===== src/rtl/pwm_decoder_if.sv =====
// Signal bundle between a PWM source (master) and the pwm_decoder (slave).
interface pwm_decoder_if #(
    parameter int DW = 4,
    parameter int PW = 8
);
    logic          pwm_in;
    logic [DW-1:0] duty_cycle;
    logic [PW-1:0] period;
    logic          valid;
    logic          stuck;

    modport master (output pwm_in, input duty_cycle, period, valid, stuck);
    modport slave  (input pwm_in, output duty_cycle, period, valid, stuck);
endinterface


===== src/rtl/pwm_decoder.sv =====
// Recovers duty cycle and period of an asynchronous PWM input, flagging an input
// that stops toggling. The interface instance must use the same DW/PW as this module.
module pwm_decoder #(
    parameter int DW      = 4,
    parameter int PW      = 8,
    parameter int TIMEOUT = 64
) (
    input  logic         clk,
    input  logic         rst_n,
    pwm_decoder_if.slave bus
);
    localparam logic [PW-1:0] CNT_MAX      = {PW{1'b1}};
    localparam logic [DW-1:0] DUTY_MAX     = {DW{1'b1}};
    localparam logic [PW-1:0] TIMEOUT_LAST = PW'(TIMEOUT - 1);

    typedef enum logic [1:0] {IDLE, MEASURE, STUCK_LO, STUCK_HI} state_t;

    state_t        state;
    state_t        state_next;
    logic          s1;
    logic          s2;
    logic          s2_d;
    logic          rise;
    logic          timeout_hit;
    logic [PW-1:0] per_cnt;
    logic [PW-1:0] hi_cnt;
    logic [DW-1:0] duty_sat;
    logic [DW-1:0] duty_reg;
    logic [PW-1:0] period_reg;
    logic          valid_reg;
    logic          stuck_reg;
    logic          cnt_load;
    logic          per_inc;
    logic          hi_inc;
    logic          publish;
    logic          enter_stuck;
    logic          leave_stuck;

    assign rise        = s2 & ~s2_d;
    assign timeout_hit = (per_cnt == TIMEOUT_LAST);

    // Compare in a width that holds both operands so any DW/PW combination works.
    assign duty_sat = ({{DW{1'b0}}, hi_cnt} > {{PW{1'b0}}, DUTY_MAX}) ? DUTY_MAX
                                                                        : DW'(hi_cnt);

    always_ff @(posedge clk) begin
        if (!rst_n) begin
            state <= IDLE;
        end else begin
            state <= state_next;
        end
    end

    always_comb begin
        state_next = state;
        case (state)
            IDLE, MEASURE: begin
                if (rise) begin
                    state_next = MEASURE;
                end else if (timeout_hit) begin
                    state_next = s2 ? STUCK_HI : STUCK_LO;
                end
            end
            STUCK_LO, STUCK_HI: begin
                if (rise) begin
                    state_next = MEASURE;
                end
            end
            default: state_next = IDLE;
        endcase
    end

    // A rise always beats the timeout; stuck states freeze the counters.
    always_comb begin
        cnt_load    = rise;
        per_inc     = 1'b0;
        hi_inc      = 1'b0;
        publish     = 1'b0;
        enter_stuck = 1'b0;
        leave_stuck = 1'b0;
        case (state)
            IDLE: begin
                per_inc     = !rise && !timeout_hit;
                enter_stuck = !rise && timeout_hit;
            end
            MEASURE: begin
                publish     = rise;
                per_inc     = !rise && !timeout_hit;
                hi_inc      = !rise && !timeout_hit && s2;
                enter_stuck = !rise && timeout_hit;
            end
            STUCK_LO, STUCK_HI: begin
                leave_stuck = rise;
            end
            default: begin
                cnt_load = 1'b0;
            end
        endcase
    end

    always_ff @(posedge clk) begin
        if (!rst_n) begin
            s1         <= 1'b0;
            s2         <= 1'b0;
            s2_d       <= 1'b0;
            per_cnt    <= '0;
            hi_cnt     <= '0;
            duty_reg   <= '0;
            period_reg <= '0;
            valid_reg  <= 1'b0;
            stuck_reg  <= 1'b0;
        end else begin
            s1        <= bus.pwm_in;
            s2        <= s1;
            s2_d      <= s2;
            valid_reg <= publish | enter_stuck;

            if (cnt_load) begin
                per_cnt <= PW'(1);
                hi_cnt  <= PW'(1);
            end else begin
                if (per_inc && per_cnt != CNT_MAX) begin
                    per_cnt <= per_cnt + PW'(1);
                end
                if (hi_inc && hi_cnt != CNT_MAX) begin
                    hi_cnt <= hi_cnt + PW'(1);
                end
            end

            if (publish) begin
                period_reg <= per_cnt;
                duty_reg   <= duty_sat;
            end else if (enter_stuck) begin
                period_reg <= '0;
                duty_reg   <= s2 ? DUTY_MAX : '0;
                stuck_reg  <= 1'b1;
            end else if (leave_stuck) begin
                stuck_reg  <= 1'b0;
            end
        end
    end

    assign bus.duty_cycle = duty_reg;
    assign bus.period     = period_reg;
    assign bus.valid      = valid_reg;
    assign bus.stuck      = stuck_reg;
endmodule


===== src/flat_wrapper.sv =====
// flat-port wrapper written by rule: the top's interface ports become plain ports
module pwm_decoder_flat 
#(
    parameter int DW      = 4,
    parameter int PW      = 8,
    parameter int TIMEOUT = 64
)
  (clk, rst_n, bus_pwm_in, bus_duty_cycle, bus_period, bus_valid, bus_stuck);
  pwm_decoder_if #(.DW(DW), .PW(PW)) bus_i ();
  input  logic clk;
  input  logic rst_n;
  input wire logic [$bits(bus_i.pwm_in)-1:0] bus_pwm_in;
  output wire logic [$bits(bus_i.duty_cycle)-1:0] bus_duty_cycle;
  output wire logic [$bits(bus_i.period)-1:0] bus_period;
  output wire logic [$bits(bus_i.valid)-1:0] bus_valid;
  output wire logic [$bits(bus_i.stuck)-1:0] bus_stuck;
  assign bus_i.pwm_in = bus_pwm_in;
  assign bus_duty_cycle = bus_i.duty_cycle;
  assign bus_period = bus_i.period;
  assign bus_valid = bus_i.valid;
  assign bus_stuck = bus_i.stuck;
  pwm_decoder #(.DW(DW), .PW(PW), .TIMEOUT(TIMEOUT)) u_core (.clk(clk), .rst_n(rst_n), .bus(bus_i));
endmodule

===== config.mk =====
export PLATFORM = sky130hd
export DESIGN_NAME = pwm_decoder_flat
export DESIGN_NICKNAME = d
export VERILOG_FILES = /design/src/rtl/pwm_decoder_if.sv /design/src/rtl/pwm_decoder.sv /design/src/flat_wrapper.sv
export SDC_FILE = /design/constraint.sdc
export NUM_CORES = 1
export LEC_CHECK = 0
export ABC_AREA = 0
export BUFFER_PORTS_ARGS = -buffer_cell sky130_fd_sc_hd__buf_2
export CORE_MARGIN = 3
export CORE_UTILIZATION = 61
export CTS_CLUSTER_DIAMETER = 100
export DETAILED_ROUTE_END_ITERATION = 10
export PLACE_DENSITY_LB_ADDON = 0.05
export SETUP_SLACK_MARGIN = 0.2
export SYNTH_ARGS = -nofsm -noshare
export SYNTH_HDL_FRONTEND = slang
export SYNTH_SLANG_ARGS = --single-unit
export TNS_END_PERCENT = 100

===== constraint.sdc =====
create_clock -name clk -period 4.7 [get_ports clk]
set_input_delay 0.47 -clock clk [delete_from_list [all_inputs] [get_ports clk]]
set_output_delay 0.47 -clock clk [all_outputs]
set_load 0.03 [all_outputs]

==> flow_metrics.tcl, run 1 <==
set metrics [dict create \
    drtIter0Drc 61 \
    cpMostUsedCell "o21ai_0" \
    critPathKind "flip-flop to flip-flop" \
    slowest_stage "o21ai_0" \
    p_total_mw 0.552 \
    synth_cell_types 40 \
    synth_top_area_share_pct 45.9 \
    grt-ovfl-total 0 \
    insertion_delay_ns 0.34 \
    drtAntennaViolNets 0 \
    setup_violations 0 \
    dieWidth_um 56.0 \
    synthesis.nets 172 \
    grt_start_max_net_pins 14 \
    cp.required_ns 4.97 \
    slew_headroom_pct 26.4 \
    max_freq_ghz 0.460 \
    path_cells "ha_1, nand3_1, o21ai_0, o21ai_0, a31oi_1" \
    drc 0 \
    cts_made_buffers 5 \
    slowest_delay_ns 0.89 \
    dp_cells 202 \
    vdd_drop_max_mv 0.281 \
    nNetsFinal 186 \
    synth_area_leader_cell "dfxtp_1" \
    wl_per_cell_um 15.5 \
    max_slew.worst_pin.slew_ns 1.09 \
    p_leak_nw 0.653 \
    pin_count 17 \
    rows 17 \
    synthArstFlopShare_pct 0 \
    first_pass_iters 4 \
    seq_area_frac_synth_pct 45.9 \
    clk_pin_slew_ns 0.11 \
    cts_root_buffer "clkbuf_4" \
    portBuffers 16 \
    synthesis.area_um2 1530 \
    end_kind "flip-flop" \
    slew_violations 0 \
    path_max_fanout 13 \
    power.density_nw_per_um2 328 \
    dieArea_um2 3140 \
    h-tree-depth 2 \
    antennaDiodeCount 0 \
    grt_pass1_wl_um 5680 \
    timing.critical_path.buf_inv 0 \
    rsz0062_at_grt "no" \
    synthTopCellsByCount "35 x dfxtp_1, 12 x a22o_1, 12 x nand2_1, 12 x o21ai_0" \
    grt_antenna_before_repair 0 \
    fin_crit_sh_pct 46.3 \
    outcome "finished, final reports clean" \
    ctsResizeCount 0 \
    clock-sinks 35 \
    vias 1330 \
    fp.dieH_um 56.0 \
    post_cts_buffers 0 \
    final_cells 210 \
    coreArea_um2 2300 \
    cp-start-kind "flip-flop" \
    crit_arrival_ns 2.44 \
    synth_edf_count 0 \
    cp_top_family "compound AO/OA/AOI/OAI gates" \
    cts_hold_buf 0 \
    first_global_vias 1249 \
    dp_hpwl_um 2350 \
    vias_per_cell 6.33 \
    utilization_pct 73.3 \
    drive_above_1_share_pct 15.9 \
    fin_worst_skew_ns 0.00711 \
    start_util_pct 66.4 \
    synth.area.top_cells "dfxtp_1 46%, a22o_1 6.9%, o21ai_0 3.9%, a21oi_1 3.0%, nand2_1 3.0%" \
    postRouteWirelength_um 3250 \
    postSynthAreaPerCell_um2 9.13 \
    syn_to_final_growth_pct 10.4 \
    clockBufferDepth 2 \
    finalCriticalPeriod_ns 2.18 \
    grt_usage_pct 22.6 \
    netlist_instances 167 \
    cts_tree "built" \
    synth_ff_type "dfxtp_1" \
    fin_tns_setup_ns 0 \
    yosysMostFrequentCell "dfxtp_1" \
    hp-class "input port to flip-flop" \
    hold_violations 0 \
    gp_congestion 0.865 \
    yosysWarnings 0 \
    ys_ff_latch 35 \
    drv_cap 0 \
]
## cells in the final DEF (no fill, tap or decap), types with 3 or more instances in the layout
cell type,count
dfxtp_1,35
buf_2,16
nand2_1,12
o21ai_0,12
a22o_1,12
a21oi_1,9
nor2_1,9
nand3_1,7
or4_1,6
o31ai_1,5
clkbuf_4,5
and3_1,4
and2_1,4
inv_1,4
a31oi_1,4
nor3_1,4
nand4_1,3
## kinds of logic after synthesis
kind of cell             count (synthesis)  synth area share (%)
XOR/XNOR                                 2                  1.15
flip-flops                              35                  45.9
adder cells (fa/ha/maj)                  2                  1.64
AO/OA/AOI/OAI                           48                  21.2
AND/OR/NAND/NOR                         65                  24.9
multiplexers                             2                  1.31
buffers and inverters                   13                  3.77
## routing by layer
layer	part of all wire, %	wire length [um]	GRT usage, %
met1	46	1500	29.3
met2	45	1450	36.6
met3	7.1	231	5.34
met4	1.9	62	8.14
met5	0	0	0
## final cells by class
class                      count  area, um^2
clock buffer                   6        51.3
clock inverter                 2        35.0
fill                         185         613
inverter                       4        15.0
multi-input combinational    119         767
sequential                    35         701
tap                           28        35.0
timing repair buffer          16        80.1
## power breakdown
part	internal, mW	leakage (nW)	total (mW)	switching (mW)
registers	0.301	0.283	0.306	0.00500
logic	0.00640	0.322	0.0206	0.0142
clock network	0.126	0.0482	0.225	0.0997
## final timing paths
kind	slack, ns	from	cells after the start	endpoint
worst max-delay path	2.52	u_core.per_cnt[0]	5	u_core.hi_cnt[0]
worst max register to register	2.52	u_core.per_cnt[0]	5	u_core.hi_cnt[0]
worst min register to register	0.46	u_core.s1	1	u_core.s2
worst min-delay path	0.34	bus_pwm_in	2	u_core.s1
## metrics by stage
step | instance area (um^2) | setup WS [ns] | hold WS [ns]
finish | 1680 | 2.52 | 0.338
global route | 1680 | 2.26 | 0.359
CTS | 1680 | 2.56 | 0.335
detailed placement | 1600 | 2.58 | 0.439
global placement | 1600 | 2.69 | 0.423
floorplan | 1530 | 3.06 | 0.412
## worst reg2reg max path, delay by kind of cell, from the launching register on
kind	cells	cell delay (ns)
fa+ha+maj	1	0.25
compound gates	3	1.29
simple gates	1	0.15
flops	1	0.42
Note: power is estimated with default switching activity, not from simulation.
==> run 2, diff against run 1 <==
--- a/config.mk
+++ b/config.mk
@@ -5,10 +5,10 @@
 export SDC_FILE = /design/constraint.sdc
 export NUM_CORES = 1
 export LEC_CHECK = 0
-export ABC_AREA = 0
+export ABC_AREA = 1
 export BUFFER_PORTS_ARGS = -buffer_cell sky130_fd_sc_hd__buf_2
 export CORE_MARGIN = 3
-export CORE_UTILIZATION = 61
+export CORE_UTILIZATION = 53
 export CTS_CLUSTER_DIAMETER = 100
 export DETAILED_ROUTE_END_ITERATION = 10
 export PLACE_DENSITY_LB_ADDON = 0.05
==> constraint.sdc (replaced) <==
create_clock -name clk -period 1.95 [get_ports clk]
set_input_delay 0.195 -clock clk [delete_from_list [all_inputs] [get_ports clk]]
set_output_delay 0.195 -clock clk [all_outputs]
set_load 0.03 [all_outputs]
==> run 2 against run 1 <==
Compared with the run above: flip-flop and latch count is the same; synthesized cell count up 51%; first-iteration DRC count rose to 2.7 times the previous value; critical path type unchanged; sequential share of layout area is 7.5 points lower; largest cell class unchanged; largest power group unchanged.
==> flow_metrics.tcl, run 2 <==
set metrics [dict create \
    seq_area_frac_synth_pct 37.7 \
    postSynthAreaPerCell_um2 7.35 \
    setup_violations 0 \
    max_slew.worst_pin.slew_ns 0.569 \
    whs_path_depth 3 \
    slowest_stage "dfxtp_1" \
    slowest_delay_ns 0.43 \
    cts_made_buffers 5 \
    slew_violations 0 \
    use_met1_pct 27.5 \
    synthTopCellsByCount "56 x nand2_1, 35 x dfxtp_1, 35 x nand3_1, 31 x inv_1, 25 x a21oi_1" \
    clk_pin_slew_ns 0.12 \
    clock-sinks 35 \
    layout_common_cells "56 x nand2_1, 35 x nand3_1, 35 x dfxtp_1, 31 x inv_1, 25 x a21oi_1" \
    yosysWarnings 0 \
    p_leak_nw 0.945 \
    nNetsFinal 276 \
    coreArea_um2 3200 \
    cp-start-kind "flip-flop" \
    insertion_delay_ns 0.34 \
    drtIter0Drc 167 \
    critPathKind "flip-flop to flip-flop" \
    cts_hold_buf 0 \
    rr_worst_depth 7 \
    fin_worst_skew_ns 0.0112 \
    fill_cells 330 \
    grt_pass1_wl_um 6540 \
    vias_per_cell 5.16 \
    synth_area_leader_cell "dfxtp_1" \
    cts_tree "built" \
    grt_usage_pct 19.4 \
    dieArea_um2 4250 \
    wl_per_cell_um 11.7 \
    synth_cell_types 26 \
    drc 0 \
    syn_to_final_growth_pct 10.4 \
    drv_cap 0 \
    synth_edf_count 0 \
    slew_headroom_pct 61.9 \
    cts_root_buffer "clkbuf_4" \
    synth.area.top_cells "dfxtp_1 38%, nand2_1 11%, nand3_1 9.4%, a21oi_1 6.7%, inv_1 6.3%" \
    synthesis.area_um2 1860 \
    drtAntennaViolNets 0 \
    clockBufferDepth 2 \
    synthesis.nets 258 \
    finalCriticalPeriod_ns 1.58 \
    start_util_pct 58.0 \
    max_freq_ghz 0.631 \
    first_global_vias 1454 \
    ctsResizeCount 0 \
    fin_crit_sh_pct 81.3 \
    final_common_cell "nand2_1" \
    path_max_fanout 9 \
    drive_above_1_share_pct 20.6 \
    first_pass_iters 4 \
    rsz0062_at_grt "no" \
    outcome "finished, final reports clean" \
    dp_hpwl_um 2670 \
    grt_antenna_before_repair 0 \
    ys_ff_latch 35 \
    met2_usage_pct 28.7 \
    synth_top_area_share_pct 37.7 \
    grt-ovfl-total 0 \
    cp.required_ns 2.22 \
    pin_count 17 \
    hp-class "input port to flip-flop" \
    timing.critical_path.buf_inv 1 \
    crit_arrival_ns 1.85 \
    synthArstFlopShare_pct 0 \
    dpl_cell_area_um2 1970 \
    netlist_instances 253 \
    design_area_um2 2050 \
    rows 20 \
    hold_violations 0 \
    synth_ff_type "dfxtp_1" \
    post_cts_buffers 0 \
    end_kind "flip-flop" \
    cp_top_family "simple AND/OR/NAND/NOR gates" \
    postRouteWirelength_um 3710 \
    grt_start_max_net_pins 16 \
    dieWidth_um 65.2 \
    fp.dieH_um 65.2 \
    h-tree-depth 2 \
    antennaDiodeCount 0 \
    fin_tns_setup_ns 0 \
    yosysMostFrequentCell "nand2_1" \
    cp.depth 7 \
    grt_use_met3_pct 4.79 \
    gp_congestion 0.835 \
    power.density_nw_per_um2 659 \
    portBuffers 16 \
    path_cells "ha_1, inv_1, nor2_4, nand2_4, nand3_4, nand2_1, a21oi_1" \
    vias 1631 \
    vdd_drop_max_mv 0.591 \
    busiest_layer "met2" \
]
==> run 2: area by class of cell <==
type	count	area [um^2]	area share (%)
sequential	35	701	34.1
inverter	36	135	6.59
tap	44	55.1	2.68
clock buffer	6	51.3	2.50
timing repair buffer	17	87.6	4.27
multi-input combinational	176	987	48.1
clock inverter	2	35.0	1.71
==> run 2: logic make-up (layout without fill, tap and decap cells) <==
kind of cell	after synthesis	count (layout)	share of synthesized area (%)
AND/OR/NAND/NOR	135	135	39.1
buffers and inverters	42	61	9.22
AO/OA/AOI/OAI	33	33	9.82
flip-flops	35	35	37.7
adder cells (fa/ha/maj)	2	2	1.35
XOR/XNOR	6	6	2.83
==> run 2: power breakdown <==
group | switching [mW] | leakage [nW] | internal (mW) | total (mW)
clock network | 0.253 | 0.0482 | 0.303 | 0.556
registers | 0.0117 | 0.283 | 0.725 | 0.737
logic | 0.0404 | 0.614 | 0.0194 | 0.0599
==> run 2: path summary, 6_finish.rpt <==
path                  endpoint  slack, ns              start
max reg2reg  u_core.per_cnt[7]       0.37  u_core.per_cnt[0]
min                  u_core.s1       0.04         bus_pwm_in
max          u_core.per_cnt[7]       0.37  u_core.per_cnt[0]
min reg2reg          u_core.s2       0.43          u_core.s1
==> run 2: layer usage <==
metal  up-vias  routed length, um
li1        853                  -
met1       721               1880
met2        51               1530
met3         6                248
met4         0                 48
met5         -                  0
==> run 2: worst min-delay path: cells and delay by family <==
family / cells / cell delay [ns]
and+or+nand+nor: 1 / 0.04
buffers and inverters: 2 / 0.11
==> run 2: metrics by stage <==
| step | instances | worst slack, ns | total power, mW | hold slack, ns | util (%) |
|---|---|---|---|---|---|
| after floorplan | 253 | 0.539 | 0.801 | 0.293 | - |
| after global placement | 308 | 0.468 | 0.812 | 0.379 | 61.4 |
| after detailed placement | 308 | 0.409 | 0.813 | 0.396 | 61.4 |
| after CTS | 316 | 0.379 | 1.37 | 0.0341 | 64.1 |
| after global routing | 316 | 0.254 | 1.41 | 0.0367 | 64.1 |
| final | 316 | 0.365 | 1.35 | 0.0439 | 64.1 |
==> run 3, diff against run 2 <==
--- a/config.mk
+++ b/config.mk
@@ -8,7 +8,7 @@
 export ABC_AREA = 1
 export BUFFER_PORTS_ARGS = -buffer_cell sky130_fd_sc_hd__buf_2
 export CORE_MARGIN = 3
-export CORE_UTILIZATION = 53
+export CORE_UTILIZATION = 58
 export CTS_CLUSTER_DIAMETER = 100
 export DETAILED_ROUTE_END_ITERATION = 10
 export PLACE_DENSITY_LB_ADDON = 0.05
==> constraint.sdc (replaced) <==
create_clock -name clk -period 1.65 [get_ports clk]
set_input_delay 0.165 -clock clk [delete_from_list [all_inputs] [get_ports clk]]
set_output_delay 0.165 -clock clk [all_outputs]
set_load 0.03 [all_outputs]
==> run 3 against run 2 <==
Compared with the run above: cell count increased by 0.63%; combinational power increased by 28%; sequential share of layout area decreased by 0.50 points; non-clock buffer count increased by 4; count of clock-buffer cells in the layout unchanged; flip-flop and latch count unchanged; critical path type unchanged; critical endpoint is now u_core.hi_cnt[4].
==> flow_metrics.tcl, run 3 (synthesized netlist as in run 2, its figures left out) <==
set metrics [dict create \
    outcome "finished, final reports clean" \
    power.density_nw_per_um2 757 \
    crit_arrival_ns 1.62 \
    fin_tns_setup_ns 0 \
    slew_violations 0 \
    vdd_drop_max_mv 0.631 \
    dp_hpwl_um 2630 \
    fin_crit_sh_pct 81.6 \
    portBuffers 16 \
    rsz0062_at_grt "yes" \
    nNetsFinal 280 \
    slew_headroom_pct 71.3 \
    finalCriticalPeriod_ns 1.35 \
    clockBufferDepth 2 \
    drc 0 \
    fin_worst_skew_ns 0.00595 \
    cts_made_buffers 5 \
    cts_root_buffer "clkbuf_4" \
    vias 1654 \
    max_freq_ghz 0.743 \
    wl_per_cell_um 12.2 \
    grt_pass1_wl_um 6610 \
    dieArea_um2 3920 \
    grt_start_max_net_pins 16 \
    drtIter0Drc 117 \
    fp.dieH_um 62.6 \
    drtAntennaViolNets 0 \
    fill_cells 266 \
    drive_above_1_share_pct 25.0 \
    syn_to_final_growth_pct 13.8 \
    route.met2.wl_um 1650 \
    cp.required_ns 1.92 \
    gp_congestion 0.840 \
    layout_common_cells "56 x nand2_1, 35 x nand3_1, 31 x inv_1, 28 x dfxtp_1, 25 x a21oi_1" \
    drv_cap 0 \
    path_max_fanout 7 \
    top_layer "met4" \
    hold_violations 0 \
    end_kind "flip-flop" \
    first_pass_iters 4 \
    setup_violations 0 \
    pin_count 17 \
    start_util_pct 64.1 \
    insertion_delay_ns 0.33 \
    max_slew.worst_pin.slew_ns 0.430 \
    hp-class "input port to flip-flop" \
    coreArea_um2 2900 \
    grt_antenna_before_repair 0 \
    clock-sinks 35 \
    clk_pin_slew_ns 0.11 \
    p_total_mw 1.60 \
    wl_met1_um 2000 \
    cp-start-kind "flip-flop" \
    grt-ovfl-total 0 \
    final_common_cell "nand2_1" \
    vias_per_cell 5.20 \
    rows 19 \
    critPathKind "flip-flop to flip-flop" \
    wl_met3_um 187 \
    regToRegSetupSlack_ns 0.30 \
    h-tree-depth 2 \
    first_global_vias 1463 \
    cts_tree "built" \
    dieWidth_um 62.6 \
    p_leak_nw 0.981 \
    postRouteWirelength_um 3870 \
    antennaDiodeCount 0 \
    grt_usage_pct 20.3 \
]
[run 3: worst max-delay path, cell delays in order (launching register included)]
cell	delay (ns)
dfxtp_1	0.36
inv_2	0.12
nand2_2	0.09
nor2_2	0.20
inv_2	0.07
nor2_4	0.20
nand3_1	0.13
a21oi_1	0.13
[run 3: area by class of cell]
class,instances,area [um^2],area share (%)
tap,42,52.6,2.48
clock inverter,2,35.0,1.66
timing repair buffer,21,118,5.56
multi-input combinational,176,1010,47.8
clock buffer,6,51.3,2.42
sequential,35,712,33.6
inverter,36,135,6.39
[run 3: final timing paths]
check | from | endpoint | depth (start not counted)
min reg2reg | u_core.s1 | u_core.s2 | 2
min | bus_pwm_in | u_core.s1 | 3
max | u_core.state[1] | u_core.hi_cnt[4] | 7
max reg2reg | u_core.state[1] | u_core.hi_cnt[4] | 7
[run 3: per-stage QoR]
step                cells  setup WS (ns)  util [%]  hold slack (ns)  cell area, um^2
floorplan             253          0.239         -            0.263             1860
global placement      308          0.144      68.2            0.350             1980
detailed placement    308          0.106      68.2            0.353             1980
CTS                   318          0.203      72.1         0.000402             2090
global route          318          0.180      73.0           0.0158             2120
finish                318          0.304      73.0          0.00613             2120
[run 3: metal layers]
layer,vias to the layer above,GRT usage [%]
met3,5,3.78
li1,861,-
met1,753,27.9
met5,-,0
met2,35,31.7
met4,0,7.16
[run 3: timing repair]
item | CTS | global route
hold buffers | 0 | 0
setup endpoints to repair | 29 | 29
buffers inserted | 2 | 0
pin swaps | 1 | 1
resized for setup | 2 | 11
[run 3: power breakdown]
part	internal [mW]	switching [mW]	leakage, nW
combinational	0.0278	0.0491	0.647
sequential	0.858	0.0163	0.286
clock	0.358	0.293	0.0482
total	1.24	0.358	0.981
